### src/rtl/tlk2711_tx_sched.sv
// rtl/tlk2711_tx_sched.sv - TLK2711 TX packet scheduler: splits a file into DMA read commands and tracks completion
//
// Optional build macro: TX_SCHED_WDOG_EN enables the progress watchdog (o_timeout); otherwise o_timeout is tied to 0.
//
// Ports:
//   clk, rst                 clock, synchronous active-high reset
//   i_tx_config_done         start strobe; latches base/body/num/tail/mode
//   i_tx_base_addr           first DDR byte address of the file
//   i_tx_packet_body/_tail   body and tail lengths in bytes (tail 0 = none)
//   i_tx_body_num            number of body packets
//   i_tx_mode                0 norm, 1 loopback, 2 kcode, others reserved
//   o_dma_cmd_*              DMA read command (valid/ready, addr, len, last)
//   i_pkt_done               one packet fully sent by the framer
//   o_kcode_en               kcode idle-pattern enable
//   o_tx_interrupt           one-cycle file-complete pulse
//   o_tx_status              {outstanding[2:0], kcode_en, spurious, overrun, cfg_err, state[2:0]}
//   o_timeout                one-cycle watchdog abort pulse
module tlk2711_tx_sched #(
  parameter int unsigned ADDR_WIDTH      = 32,
  parameter int unsigned MAX_OUTSTANDING = 4,
  parameter logic [15:0] WDOG_CYCLES     = 16'hFFFF
) (
  input  logic                  clk,
  input  logic                  rst,
  input  logic                  i_tx_config_done,
  input  logic [ADDR_WIDTH-1:0] i_tx_base_addr,
  input  logic [15:0]           i_tx_packet_body,
  input  logic [15:0]           i_tx_body_num,
  input  logic [15:0]           i_tx_packet_tail,
  input  logic [3:0]            i_tx_mode,
  output logic                  o_dma_cmd_valid,
  input  logic                  i_dma_cmd_ready,
  output logic [ADDR_WIDTH-1:0] o_dma_cmd_addr,
  output logic [15:0]           o_dma_cmd_len,
  output logic                  o_dma_cmd_last,
  input  logic                  i_pkt_done,
  output logic                  o_kcode_en,
  output logic                  o_tx_interrupt,
  output logic [9:0]            o_tx_status,
  output logic                  o_timeout
);

  localparam logic [2:0] S_IDLE  = 3'd0;
  localparam logic [2:0] S_ISSUE = 3'd1;
  localparam logic [2:0] S_WAIT  = 3'd2;
  localparam logic [2:0] S_DONE  = 3'd3;
  localparam logic [2:0] S_KCODE = 3'd4;
  localparam logic [2:0] MAX_OUT = 3'(MAX_OUTSTANDING);

  logic [2:0]            state_q, state_d;
  logic [ADDR_WIDTH-1:0] addr_q, addr_d;
  logic [15:0]           body_q, body_d, num_q, num_d, tail_q, tail_d;
  logic [16:0]           idx_q, idx_d, total_q, total_d;
  logic                  valid_q, valid_d;
  logic [2:0]            outst_q, outst_d;
  logic                  cfg_err_q, cfg_err_d, overrun_q, overrun_d, spur_q, spur_d;

  logic                  hs, cfg_bad, cmd_is_last, spur_evt, wdog_hit;
  logic [15:0]           cur_len;

  assign hs          = valid_q & i_dma_cmd_ready;
  // Commands 0..num-1 are bodies, the optional final one is the tail.
  assign cur_len     = (idx_q < {1'b0, num_q}) ? body_q : tail_q;
  assign cmd_is_last = (idx_q == total_q - 17'd1);
  assign cfg_bad     = (i_tx_mode > 4'd2)
                    || ((i_tx_body_num != 16'd0) && (i_tx_packet_body == 16'd0))
                    || ((i_tx_body_num == 16'd0) && (i_tx_packet_tail == 16'd0));

`ifdef TX_SCHED_WDOG_EN
  logic [15:0] wdog_q, wdog_d;
  logic        timeout_q;
  logic        wdog_active;

  // wdog_q counts cycles since the last handshake or packet-done.
  assign wdog_active = (state_q == S_ISSUE) || (state_q == S_WAIT);
  assign wdog_hit    = wdog_active && !(hs || i_pkt_done) && (wdog_q == WDOG_CYCLES - 16'd1);

  always_comb begin
    wdog_d = 16'd0;
    if (wdog_active) wdog_d = (hs || i_pkt_done) ? 16'd1 : wdog_q + 16'd1;
  end

  always_ff @(posedge clk) begin
    if (rst) begin
      wdog_q    <= 16'd0;
      timeout_q <= 1'b0;
    end else begin
      wdog_q    <= wdog_d;
      timeout_q <= wdog_hit;
    end
  end

  assign o_timeout = timeout_q;
`else
  assign wdog_hit  = 1'b0;
  // WDOG_CYCLES only matters with the watchdog; referenced so it stays elaborated.
  assign o_timeout = 1'b0 & (|WDOG_CYCLES);
`endif

  // Outstanding counter: a handshake and a done in the same cycle cancel out.
  always_comb begin
    outst_d  = outst_q;
    spur_evt = 1'b0;
    if (hs && !i_pkt_done) begin
      outst_d = outst_q + 3'd1;
    end else if (!hs && i_pkt_done) begin
      if (outst_q == 3'd0) spur_evt = 1'b1;
      else                 outst_d  = outst_q - 3'd1;
    end
    if (wdog_hit) outst_d = 3'd0;
  end

  always_comb begin
    state_d   = state_q;
    addr_d    = addr_q;
    body_d    = body_q;
    num_d     = num_q;
    tail_d    = tail_q;
    idx_d     = idx_q;
    total_d   = total_q;
    valid_d   = valid_q;
    cfg_err_d = cfg_err_q;
    overrun_d = overrun_q;
    spur_d    = spur_q | spur_evt;
    case (state_q)
      S_IDLE, S_KCODE: begin
        if (i_tx_config_done) begin
          addr_d    = i_tx_base_addr;
          body_d    = i_tx_packet_body;
          num_d     = i_tx_body_num;
          tail_d    = i_tx_packet_tail;
          idx_d     = 17'd0;
          total_d   = {1'b0, i_tx_body_num} + {16'd0, (i_tx_packet_tail != 16'd0)};
          overrun_d = 1'b0;
          spur_d    = spur_evt;
          cfg_err_d = cfg_bad;
          if (cfg_bad)                 state_d = S_IDLE;
          else if (i_tx_mode == 4'd2)  state_d = S_KCODE;
          else                         state_d = S_ISSUE;
        end
      end
      S_ISSUE: begin
        if (i_tx_config_done) overrun_d = 1'b1;
        // Valid drops for one cycle after every handshake, giving one command per two cycles.
        if (hs) begin
          valid_d = 1'b0;
          addr_d  = addr_q + ADDR_WIDTH'(cur_len);
          idx_d   = idx_q + 17'd1;
          if (cmd_is_last) state_d = S_WAIT;
        end else if (!valid_q && (outst_q < MAX_OUT)) begin
          valid_d = 1'b1;
        end
      end
      S_WAIT: begin
        if (i_tx_config_done) overrun_d = 1'b1;
        // Look at the next-state count so the interrupt lands one cycle after the final done.
        if (outst_d == 3'd0) state_d = S_DONE;
      end
      S_DONE: begin
        if (i_tx_config_done) overrun_d = 1'b1;
        state_d = S_IDLE;
      end
      default: state_d = S_IDLE;
    endcase
    if (wdog_hit) begin
      state_d   = S_IDLE;
      valid_d   = 1'b0;
      cfg_err_d = 1'b1;
    end
  end

  always_ff @(posedge clk) begin
    if (rst) begin
      state_q   <= S_IDLE;
      addr_q    <= '0;
      body_q    <= 16'd0;
      num_q     <= 16'd0;
      tail_q    <= 16'd0;
      idx_q     <= 17'd0;
      total_q   <= 17'd0;
      valid_q   <= 1'b0;
      outst_q   <= 3'd0;
      cfg_err_q <= 1'b0;
      overrun_q <= 1'b0;
      spur_q    <= 1'b0;
    end else begin
      state_q   <= state_d;
      addr_q    <= addr_d;
      body_q    <= body_d;
      num_q     <= num_d;
      tail_q    <= tail_d;
      idx_q     <= idx_d;
      total_q   <= total_d;
      valid_q   <= valid_d;
      outst_q   <= outst_d;
      cfg_err_q <= cfg_err_d;
      overrun_q <= overrun_d;
      spur_q    <= spur_d;
    end
  end

  assign o_dma_cmd_valid = valid_q;
  assign o_dma_cmd_addr  = addr_q;
  assign o_dma_cmd_len   = cur_len;
  assign o_dma_cmd_last  = valid_q & cmd_is_last;
  assign o_kcode_en      = (state_q == S_KCODE);
  assign o_tx_interrupt  = (state_q == S_DONE);
  assign o_tx_status     = {outst_q, o_kcode_en, spur_q, overrun_q, cfg_err_q, state_q};

endmodule

### config.mk
export PLATFORM = sky130hd
export DESIGN_NAME = tlk2711_tx_sched
export DESIGN_NICKNAME = d
export VERILOG_FILES = /design/src/rtl/tlk2711_tx_sched.sv
export SDC_FILE = /design/constraint.sdc
export NUM_CORES = 1
export LEC_CHECK = 0
export ABC_AREA = 1
export BUFFER_PORTS_ARGS = -buffer_cell sky130_fd_sc_hd__buf_2
export CAP_MARGIN = 10
export CORE_ASPECT_RATIO = 1.2
export CORE_MARGIN = 2
export CORE_UTILIZATION = 40
export DETAILED_ROUTE_END_ITERATION = 12
export HOLD_SLACK_MARGIN = 0.02
export MAX_ROUTING_LAYER = met4
export SKIP_CTS_REPAIR_TIMING = 1
export SYNTH_ARGS = -nofsm -noshare
export SYNTH_HDL_FRONTEND = slang
export SYNTH_SLANG_ARGS = --single-unit
### constraint.sdc
create_clock -name clk -period 6.4 [get_ports clk]
set_clock_uncertainty 0.05 [all_clocks]
set_input_delay 0.96 -clock clk [delete_from_list [all_inputs] [get_ports clk]]
set_output_delay 0.96 -clock clk [all_outputs]
set_load 0.05 [all_outputs]
==> metrics.yaml <==
timing:
  setup_tns_ps: 0
  worst_pin_slew_ps: 1180
  max_freq_ghz: 0.203
  post-route-period-util_pct: 77.0
  hold_viol: 0
  rsz0062_at_grt: "no"
  slew_viol_final: 0
  period_minus_slack_ps: 4930
  slew-limit-headroom_pct: 21.6
  finalSetupViolCount: 0
global_routing:
  antenna_found_initial: 0
  grt_max_degree: 47
  grt_util_met1_pct: 28.0
  met2_usage_pct: 44.2
  grt_util_met3_pct: 4.06
  track_usage_pct: 25.0
  grt_pass1_vias: 8091
  grt_pass1_wl_microns: 41200
  grt_busiest_layer: "met2"
  grt_overflow_total: 0
routing:
  drtIter0Drc: 509
  vias_per_cell: 5.16
  post_drt_wl_per_cell_microns: 15.6
  drtPass1Iterations: 5
  drc: 0
  via_count: 8318
  wl_microns: 25200
  postRouteAntennaNets: 0
clocking:
  clk_latency_ps: 430
  clock_sinks: 124
  clock_path_buffers: 2
  cts_tree: "done"
  numCtsBuffers: 17
  ctsRootBufferMaster: "clkbuf_16"
  clkTransAtPathRegs_ps: 60
  htree_levels: 4
floorplanning:
  die_y_microns: 160
  die_area_sq_mm: 0.0214
  dieWidth_microns: 134
  rows: 57
  core_sq_mm: 0.0200
  ios: 152
  start_util_pct: 40.4
setup_path:
  setup.worst_path.end: "o_dma_cmd_addr[24]"
  critPathRequiredTime_ps: 6640
  r2r_start: "idx_q[2]"
  cp.arrival_ps: 5170
  crit_start: "idx_q[2]"
  path_class: "reg -> reg"
  worstPathMaxFanout: 32
  r2r_slack_ps: 1470
  start_kind: "flip-flop"
  reg2reg_depth: 18
  r2r_end: "o_dma_cmd_addr[24]"
  end_kind: "flip-flop"
placed_design:
  numPortBuffers: 150
  hpwl_microns: 19200
  gp_congestion: 0.980
synthesis:
  syn-num-nets: 1335
  syn_area_sq_mm: 0.00809
  synth_edf_count: 0
  yosysSeqAreaShare_pct: 30.7
  ys_ff_latch: 124
  synth.distinct_cells: 51
  async_flop_share_pct: 0
  syn_inst: 1206
  yosys_most_used_dff: "dfxtp_1"
  yosys_warnings: 0
  avgSynthCellArea_sq_um: 6.71
flow_run:
  cap_violations: 0
hold_path:
  hp-class: "reg -> reg"
finish:
  final_cell_mix: "nand2_1, buf_2, inv_1"
  layout_commonest_cell: "nand2_1"
  nets: 1464
  n_antenna_cell: 0
  syn_to_final_growth_pct: 18.9
  drive_gt1_share_pct: 17.2
pwr:
  max-vdd-ir-drop_mv: 0.292
  p_per_area_mw_per_mm2: 469
  leakage_nw: 4.28
  totalPowerFinal_mw: 4.51
status:
  status: "finished clean"
## registers in the layout, indices dropped and copies added (netlist names)
name and cells:
tail_q 16, cfg_err_q 1, outst_q 3, body_q 16, total_q 17, overrun_q 1
num_q 16, state_q 3, spur_q 1, o_dma_cmd_valid 1, idx_q 17, o_dma_cmd_addr 32
## per-layer routing
metal / vias to the layer above / share of wire (%) / wire length (microns)
met5: - / 0 / 0
met4: 0 / 3.0 / 758
met3: 45 / 4.1 / 1040
met2: 205 / 51 / 12900
met1: 3798 / 42 / 10500
li1: 4270 / - / -
## logic make-up after synthesis
kind of cell    Yosys count  share of synthesized area [%]
buf+inv                 201                           9.87
flops                   124                           30.7
xor+xnor                 37                           4.00
compound gates          266                           19.3
simple gates            536                           29.7
mux                       1                          0.124
fa+ha+maj                40                           6.28
other cells               1                         0.0463
## synthesized netlist by cell type (all sizes together), types with 3 or more instances
cell type | count | area [sq um]
nand4 | 19 | 119
a31oi | 6 | 37.5
nand2 | 278 | 1060
nor4 | 15 | 93.8
o211ai | 8 | 73.8
xor2 | 18 | 158
inv | 155 | 582
o21a | 12 | 90.1
nor3 | 25 | 140
xnor2 | 19 | 166
nand3 | 76 | 410
o21ai | 91 | 463
o21bai | 9 | 67.6
clkbuf | 27 | 113
nor2 | 115 | 522
buf | 18 | 100
a21oi | 91 | 455
dfxtp | 124 | 2480
a22o | 17 | 149
a211oi | 8 | 60.1
ha | 39 | 488
nand3b | 5 | 37.5
o22ai | 15 | 93.8
a21o | 3 | 22.5
## worst min-delay path by stage
stage                end  depth (start not counted)  slack, ps       from
5_1_grt        num_q[15]                          2        430  num_q[15]
3_3_place_gp   num_q[15]                          2        400  num_q[15]
2_1_floorplan     spur_q                          2        370     spur_q
6_report          spur_q                          2        420     spur_q
3_5_place_dp   num_q[15]                          2        410  num_q[15]
4_1_cts        num_q[15]                          2        420  num_q[15]
## final cells by class
class | count | area (sq um)
Multi-Input combinational cell | 881 | 4810
Tap cell | 265 | 332
Inverter | 156 | 586
Fill cell | 2063 | 10400
Clock inverter | 14 | 181
Clock buffer | 18 | 439
Timing Repair Buffer | 155 | 788
Sequential cell | 124 | 2480
## power breakdown
group	total [mW]	switching (mW)	leakage, nW	internal [mW]
Clock	1.03	0.398	0.303	0.631
Sequential	1.16	0.192	1.02	0.972
Combinational	2.32	1.66	2.96	0.655
Total	4.51	2.25	4.28	2.26
## per-stage QoR
step           hold slack, ps  setup slack [ps]  cell area [sq um]  std cells  utilization (%)
2_1_floorplan             374              1850               8090       1206                -
3_3_place_gp              397              1610               9000       1581             44.9
3_5_place_dp              412              1480               9000       1581             44.9
4_1_cts                   419              1450               9620       1613             48.0
5_1_grt                   434               864               9620       1613             48.0
6_report                  417              1470               9620       1613             48.0
## worst max-delay path: stages, from the launching register on
cell,delay [ps]
dfxtp_1,410
ha_1,270
a21oi_1,180
nor3_1,60
o31ai_1,230
o211ai_1,140
nand2_1,80
nand3_1,720
o21ai_0,780
inv_1,130
fa_1,470
o21ai_2,220
a21oi_1,160
o21ai_1,310
nand2_1,180
o21ai_0,190
nand3_1,80
nand2_1,70
a21oi_1,50
No activity file was read; power rests on OpenSTA's default activity.
